`config.mk`:
```
export PLATFORM = sky130hd
export DESIGN_NAME = fetch_unit_flat
export DESIGN_NICKNAME = d
export VERILOG_FILES = /design/src/rtl/fetch_pkg.sv /design/src/rtl/fetch_if.sv /design/src/rtl/jump_lut.sv /design/src/rtl/fetch_unit.sv /design/src/flat_wrapper.sv
export SDC_FILE = /design/constraint.sdc
export NUM_CORES = 1
export LEC_CHECK = 0
export ABC_AREA = 1
export CAP_MARGIN = 20
export CORE_ASPECT_RATIO = 1.1
export CORE_UTILIZATION = 55
export DETAILED_ROUTE_END_ITERATION = 16
export DONT_BUFFER_PORTS = 1
export PLACE_DENSITY = 0.7
export SLEW_MARGIN = 20
export SYNTH_ARGS = -nofsm -noshare
export SYNTH_HDL_FRONTEND = slang
export SYNTH_SLANG_ARGS = --single-unit
export TNS_END_PERCENT = 10
```
`constraint.sdc`:
```
create_clock -name Clk -period 2.95 [get_ports Clk]
set_input_delay 0.295 -clock Clk [delete_from_list [all_inputs] [get_ports Clk]]
set_output_delay 0.295 -clock Clk [all_outputs]
set_load 0.005 [all_outputs]
```
`src/rtl/fetch_pkg.sv`:
```
`default_nettype none
// ============================================================================
//  Package     : fetch_pkg
//  Description : Shared types and default constants for the fetch stage.
//  Revision    : 1.0 - initial release
// ============================================================================
package fetch_pkg;

    localparam int          DEF_PC_W      = 10;
    localparam int          LUT_IDX_W     = 4;
    localparam int          DEF_LUT_DEPTH = 16;
    localparam logic [8:0]  DEF_HALT_OP   = 9'h1FF;
    localparam logic [8:0]  DEF_NOP_INSTR = 9'h1C0;

    typedef enum logic [1:0] {
        IDLE = 2'd0,
        RUN  = 2'd1,
        HALT = 2'd2
    } fetch_state_t;

endpackage
`default_nettype wire

```
`src/rtl/fetch_if.sv`:
```
`default_nettype none
// ============================================================================
//  Interface   : fetch_if
//  Description : Program handshake, LUT load, ROM and decoder signals of the
//                fetch stage.
//  Revision    : 1.0 - initial release
// ============================================================================
interface fetch_if
    import fetch_pkg::*;
#(
    parameter int PC_W = DEF_PC_W
);
    logic                 Start;
    logic                 lut_wr_en;
    logic [LUT_IDX_W-1:0] lut_wr_addr;
    logic [PC_W-1:0]      lut_wr_data;
    logic [8:0]           instr_rom_data;
    logic                 pc_jmp_en;
    logic                 pc_jmp_abs;
    logic [LUT_IDX_W-1:0] LutPointer;
    logic [PC_W-1:0]      prog_ctr;
    logic [8:0]           instr;
    logic                 instr_valid;
    logic                 Done;
    logic [15:0]          cycle_count;

    modport master (
        output Start, lut_wr_en, lut_wr_addr, lut_wr_data, instr_rom_data,
               pc_jmp_en, pc_jmp_abs, LutPointer,
        input  prog_ctr, instr, instr_valid, Done, cycle_count
    );

    modport slave (
        input  Start, lut_wr_en, lut_wr_addr, lut_wr_data, instr_rom_data,
               pc_jmp_en, pc_jmp_abs, LutPointer,
        output prog_ctr, instr, instr_valid, Done, cycle_count
    );
endinterface
`default_nettype wire

```
`src/rtl/jump_lut.sv`:
```
`default_nettype none
// ============================================================================
//  Module      : jump_lut
//  Description : Jump-target register file, synchronous write, asynchronous
//                read, synchronous clear.
//  Revision    : 1.0 - initial release
// ============================================================================
module jump_lut #(
    parameter int DEPTH  = 16,
    parameter int IDX_W  = 4,
    parameter int DATA_W = 10
) (
    input  wire logic              clk_i,
    input  wire logic              rst_i,
    input  wire logic              wr_en_i,
    input  wire logic [IDX_W-1:0]  wr_addr_i,
    input  wire logic [DATA_W-1:0] wr_data_i,
    input  wire logic [IDX_W-1:0]  rd_addr_i,
    output logic      [DATA_W-1:0] rd_data_o
);
    logic [DATA_W-1:0] mem_q [DEPTH];

    always_ff @(posedge clk_i) begin
        for (int i = 0; i < DEPTH; i++) begin
            if (rst_i) begin
                mem_q[i] <= '0;
            end else if (wr_en_i && (wr_addr_i == IDX_W'(i))) begin
                mem_q[i] <= wr_data_i;
            end
        end
    end

    assign rd_data_o = mem_q[rd_addr_i];

endmodule
`default_nettype wire

```
`src/rtl/fetch_unit.sv`:
```
`default_nettype none
// ============================================================================
//  Module      : fetch_unit
//  Description : Program counter, instruction fetch, LUT-resolved jumps,
//                Start/Done handshake and run-cycle counter.
//  Revision    : 1.0 - initial release
// ============================================================================
module fetch_unit
    import fetch_pkg::*;
#(
    parameter int         PC_W      = DEF_PC_W,
    parameter int         LUT_DEPTH = DEF_LUT_DEPTH,
    parameter logic [8:0] HALT_OP   = DEF_HALT_OP,
    parameter logic [8:0] NOP_INSTR = DEF_NOP_INSTR
) (
    input  wire logic Clk,
    input  wire logic Reset,
    fetch_if.slave    bus
);
    fetch_state_t    state_q, state_d;
    logic [PC_W-1:0] pc_q, pc_d;
    logic [15:0]     cnt_q, cnt_d;
    logic [PC_W-1:0] lut_rd;
    logic            run;
    logic            halt_instr;

    assign run        = (state_q == RUN);
    assign halt_instr = run && (bus.instr_rom_data == HALT_OP);

    // Loading is locked out while running so the LUT is stable during execution.
    jump_lut #(
        .DEPTH  (LUT_DEPTH),
        .IDX_W  (LUT_IDX_W),
        .DATA_W (PC_W)
    ) u_jump_lut (
        .clk_i     (Clk),
        .rst_i     (Reset),
        .wr_en_i   (bus.lut_wr_en && !run),
        .wr_addr_i (bus.lut_wr_addr),
        .wr_data_i (bus.lut_wr_data),
        .rd_addr_i (bus.LutPointer),
        .rd_data_o (lut_rd)
    );

    always_comb begin
        state_d = state_q;
        pc_d    = pc_q;
        cnt_d   = cnt_q;
        case (state_q)
            IDLE, HALT: begin
                if (bus.Start) begin
                    state_d = RUN;
                    pc_d    = '0;
                    cnt_d   = '0;
                end
            end
            RUN: begin
                cnt_d = (cnt_q == 16'hFFFF) ? cnt_q : cnt_q + 16'd1;
                if (halt_instr) begin
                    state_d = HALT;
                end else if (bus.pc_jmp_en) begin
                    // Relative offset is two's complement; the add wraps modulo 2^PC_W.
                    pc_d = bus.pc_jmp_abs ? lut_rd : pc_q + lut_rd;
                end else begin
                    pc_d = pc_q + PC_W'(1);
                end
            end
            default: state_d = IDLE;
        endcase
    end

    always_ff @(posedge Clk) begin
        if (Reset) begin
            state_q <= IDLE;
            pc_q    <= '0;
            cnt_q   <= '0;
        end else begin
            state_q <= state_d;
            pc_q    <= pc_d;
            cnt_q   <= cnt_d;
        end
    end

    assign bus.prog_ctr    = pc_q;
    assign bus.instr       = run ? bus.instr_rom_data : NOP_INSTR;
    assign bus.instr_valid = run;
    assign bus.Done        = (state_q == HALT);
    assign bus.cycle_count = cnt_q;

endmodule
`default_nettype wire

```
`src/flat_wrapper.sv`:
```
// flat-port wrapper written by rule: the top's interface ports become plain ports
module fetch_unit_flat import fetch_pkg::*;
#(
    parameter int         PC_W      = DEF_PC_W,
    parameter int         LUT_DEPTH = DEF_LUT_DEPTH,
    parameter logic [8:0] HALT_OP   = DEF_HALT_OP,
    parameter logic [8:0] NOP_INSTR = DEF_NOP_INSTR
)
  (Clk, Reset, bus_Start, bus_lut_wr_en, bus_lut_wr_addr, bus_lut_wr_data, bus_instr_rom_data, bus_pc_jmp_en, bus_pc_jmp_abs, bus_LutPointer, bus_prog_ctr, bus_instr, bus_instr_valid, bus_Done, bus_cycle_count);
  fetch_if #(.PC_W(PC_W)) bus_i ();
  input  wire logic Clk;
  input  wire logic Reset;
  input wire logic [$bits(bus_i.Start)-1:0] bus_Start;
  input wire logic [$bits(bus_i.lut_wr_en)-1:0] bus_lut_wr_en;
  input wire logic [$bits(bus_i.lut_wr_addr)-1:0] bus_lut_wr_addr;
  input wire logic [$bits(bus_i.lut_wr_data)-1:0] bus_lut_wr_data;
  input wire logic [$bits(bus_i.instr_rom_data)-1:0] bus_instr_rom_data;
  input wire logic [$bits(bus_i.pc_jmp_en)-1:0] bus_pc_jmp_en;
  input wire logic [$bits(bus_i.pc_jmp_abs)-1:0] bus_pc_jmp_abs;
  input wire logic [$bits(bus_i.LutPointer)-1:0] bus_LutPointer;
  output wire logic [$bits(bus_i.prog_ctr)-1:0] bus_prog_ctr;
  output wire logic [$bits(bus_i.instr)-1:0] bus_instr;
  output wire logic [$bits(bus_i.instr_valid)-1:0] bus_instr_valid;
  output wire logic [$bits(bus_i.Done)-1:0] bus_Done;
  output wire logic [$bits(bus_i.cycle_count)-1:0] bus_cycle_count;
  assign bus_i.Start = bus_Start;
  assign bus_i.lut_wr_en = bus_lut_wr_en;
  assign bus_i.lut_wr_addr = bus_lut_wr_addr;
  assign bus_i.lut_wr_data = bus_lut_wr_data;
  assign bus_i.instr_rom_data = bus_instr_rom_data;
  assign bus_i.pc_jmp_en = bus_pc_jmp_en;
  assign bus_i.pc_jmp_abs = bus_pc_jmp_abs;
  assign bus_i.LutPointer = bus_LutPointer;
  assign bus_prog_ctr = bus_i.prog_ctr;
  assign bus_instr = bus_i.instr;
  assign bus_instr_valid = bus_i.instr_valid;
  assign bus_Done = bus_i.Done;
  assign bus_cycle_count = bus_i.cycle_count;
  fetch_unit #(.PC_W(PC_W), .LUT_DEPTH(LUT_DEPTH), .HALT_OP(HALT_OP), .NOP_INSTR(NOP_INSTR)) u_core (.Clk(Clk), .Reset(Reset), .bus(bus_i));
endmodule
```
==> impl_metrics.csv <==
group,metric,value,unit
setup_path,worst_r2r_startpoint,"u_core.u_jump_lut.mem_q[1][0]$_SDFFCE_PN0P_",
route,wl_per_cell,18.8,µm
yosys,mappedNetlistNets,1103,
die,start_util,0.571,
die,coreArea,16600,µm²
worst_hold_path,worstHoldPathType,"primary input to register",
cts,clockBufferDepth,2,
global_routing,met3_usage,0.0419,
yosys,synth_warnings,0,
yosys,ys_types,34,
global_routing,busiest_layer,"met2",
yosys,syn_area_per_cell,8.94,µm²
die,die_h,140,µm
die,row_count,49,
global_routing,grtUsageTotal,0.277,
route,viasPerCell,5.85,
power,p_comb_frac,0.094,
cts,cts_inserted_buffers,17,
global_routing,gr-usage-met2,0.457,
global_routing,grt_antenna_before_repair,0,
setup_path,rr_worst_depth,18,
sta,period_minus_slack,2560,ps
die,die_x,127,µm
route,ant_nets,0,
route,drc,0,
sta,hold_violations,0,
cts,root_buffer,"clkbuf_16",
finish,fin_util,0.614,
setup_path,critical_path_class,"register to register",
setup_path,worstPathMaxFanout,3,
yosys,synth_seq_cells,188,
power,p_int,4400,µW
cts,post-cts-setup-buffers,0,
yosys,syn_inst,1058,
route,drt-initial-drc-count,568,
power,ir_drop,0.000389,V
route,wl,23700,µm
power,swShare,0.248,
place,port_buffers,0,
setup_path,startpoint,"u_core.u_jump_lut.mem_q[1][0]$_SDFFCE_PN0P_",
global_routing,grt_util_met1,0.359,
place,gp_congestion,0.928,
finish,final_cell_mix,"nor2_1, edfxtp_1, nand2_1, inv_1, o21ai_0",
cts,cts_tree,"done",
finish,drive_above_1_share,0.0792,
finish,n_antenna_cell,0,
yosys,seq_area_frac_synth,0.567,
route,vias,7392,
yosys,syn-cell-area,9460,µm²
sta,finalSetupViolations,0,
global_routing,grt_start_max_net_pins,97,
setup_path,cp.arrival,2850,ps
sta,slew_headroom,0.479,
finish,layout_commonest_cell,"nor2_1",
yosys,yosys_most_used_dff,"edfxtp_1",
global_routing,grt_pass1_vias,6809,
setup_path,critPathLaunchType,"register",
sta,final.setup.tns,0,ps
power,pwr-share-seq,0.519,
sta,fmax,391,MHz
setup_path,r2r_slack,390,ps
yosys,async_flop_share,0,
route,drt_first_pass_iters,6,
sta,rsz0062_at_grt,"no",
setup_path,worstSetupEndpointType,"register",
cts,htreeDepth,4,
finish,nets,1092,
status,outcome,"complete, no violations",
sta,max_slew.worst_pin.slew,780,ps
sta,min_period_over_period,0.866,
power,p_sw,1450,µW
cts,clock_latency,430,ps
cts,path_clk_slew,70,ps
sta,fin_skew,8.28,ps
sta,finalMaxSlewViolations,0,
flow_run,drv_cap,0,
die,ios,70,
cts,cts.sinks,188,
finish,area_delta_synth_final,7.56,%
setup_path,cp-endpoint,"u_core.bus.prog_ctr[8]$_SDFFE_PP0P_",
setup_path,r2r_end,"u_core.bus.prog_ctr[8]$_SDFFE_PP0P_",
global_routing,grt-ovfl-total,0,
global_routing,grt_pass1_wl,36600,µm
setup_path,required,3240,ps
power,leakage,0.00398,µW
die,die_area,17700,µm²
power,clock_power_share,0.387,
yosys,synth_edf_count,160,
place,dp_hpwl,15300,µm
power,cellPowerDensity,575,nW/µm²
registers in the layout, summed over array words and instances, names as in the netlist:
name and count:
u_core.bus.cycle_count 16, u_core.bus.prog_ctr 10, u_core.state_q 2, u_core.u_jump_lut.mem_q 160
power by group through the flow:
stage	logic, µW	clock network [µW]	registers, µW
2_1_floorplan	427	0	3080
3_3_place_gp	537	0	3090
3_5_place_dp	544	0	3090
4_1_cts	552	2270	3030
5_1_grt	614	2370	3040
6_report	553	2260	3030
logic make-up (layout without fill, tap and decap cells):
| family | count (synthesis) | after routing | synth area share |
|---|---|---|---|
| AND/OR/NAND/NOR | 546 | 546 | 0.245 |
| buffers and inverters | 134 | 136 | 0.0611 |
| flip-flops | 188 | 188 | 0.567 |
| adder cells (fa/ha/maj) | 12 | 12 | 0.0167 |
| AO/OA/AOI/OAI | 170 | 170 | 0.102 |
| XOR/XNOR | 8 | 8 | 0.00741 |
cells in the mapped netlist (16+ instances only):
| master | n | area share |
|---|---|---|
| dfxtp_1 | 28 | 0.059 |
| nand2_1 | 142 | 0.056 |
| inv_1 | 78 | 0.031 |
| o211ai_1 | 36 | 0.029 |
| nand3_1 | 63 | 0.033 |
| o21ai_1 | 20 | 0.011 |
| nand3_2 | 16 | 0.017 |
| nor2_1 | 293 | 0.12 |
| clkbuf_1 | 24 | 0.0095 |
| edfxtp_1 | 160 | 0.51 |
| o21ai_0 | 68 | 0.036 |
| a21oi_1 | 41 | 0.022 |
layer usage:
| metal | vias up | share of wire |
|---|---|---|
| met2 | 346 | 0.49 |
| met1 | 3449 | 0.40 |
| met3 | 57 | 0.073 |
| met4 | 0 | 0.036 |
| li1 | 3540 | - |
| met5 | - | 0 |
timing repair:
item	in CTS	in global routing
gates resized for setup	0	0
hold buffers	1	0
endpoints found under the hold margin	13	0
through the flow:
stage | hold WS, ps | cells | total power (µW) | instance area, µm² | setup WS (ps)
floorplan | 364 | 1058 | 3500 | 9460 | 473
global placement | 366 | 1231 | 3620 | 9590 | 278
detailed placement | 368 | 1231 | 3640 | 9590 | 250
CTS | 61.3 | 1264 | 5860 | 10200 | 420
global route | 67.4 | 1264 | 6030 | 10200 | 116
finish | 67.4 | 1264 | 5850 | 10200 | 395
worst min path at each step:
stage,start,end,slack (ps),cells after the start
after floorplan,Reset,u_core.bus.prog_ctr[0]$_SDFFE_PP0P_,360,1
after detailed placement,Reset,u_core.bus.prog_ctr[4]$_SDFFE_PP0P_,370,1
final,bus_Start,u_core.state_q[1]$_SDFFE_PP0P_,70,3
after global routing,bus_pc_jmp_en,u_core.bus.prog_ctr[9]$_SDFFE_PP0P_,70,3
after global placement,Reset,u_core.bus.prog_ctr[4]$_SDFFE_PP0P_,370,1
after CTS,bus_Start,u_core.state_q[1]$_SDFFE_PP0P_,60,3
critical path: stages, from the launching register on:
cell and delay, ps:
edfxtp_1 380, nor2_1 60, nor2_1 70, o21ai_0 80, o211ai_1 80, nand3_1 120, nand2_1 130, ha_1 200
inv_1 80, fa_1 400, nand3b_1 170, nand2_1 120, nand4_1 140, nand2_1 100, nand2_1 50, nand3_1 60
nand3_1 80, nand2_1 60, a21oi_1 50
cell type report:
class,count,area [µm²]
Tap cell,204,255
Fill cell,1448,6380
Clock buffer,18,429
Sequential cell,188,5370
Inverter,85,319
Clock inverter,14,144
Timing Repair Buffer,19,145
Multi-Input combinational cell,736,3510
Power figures use the tool's default switching activity.
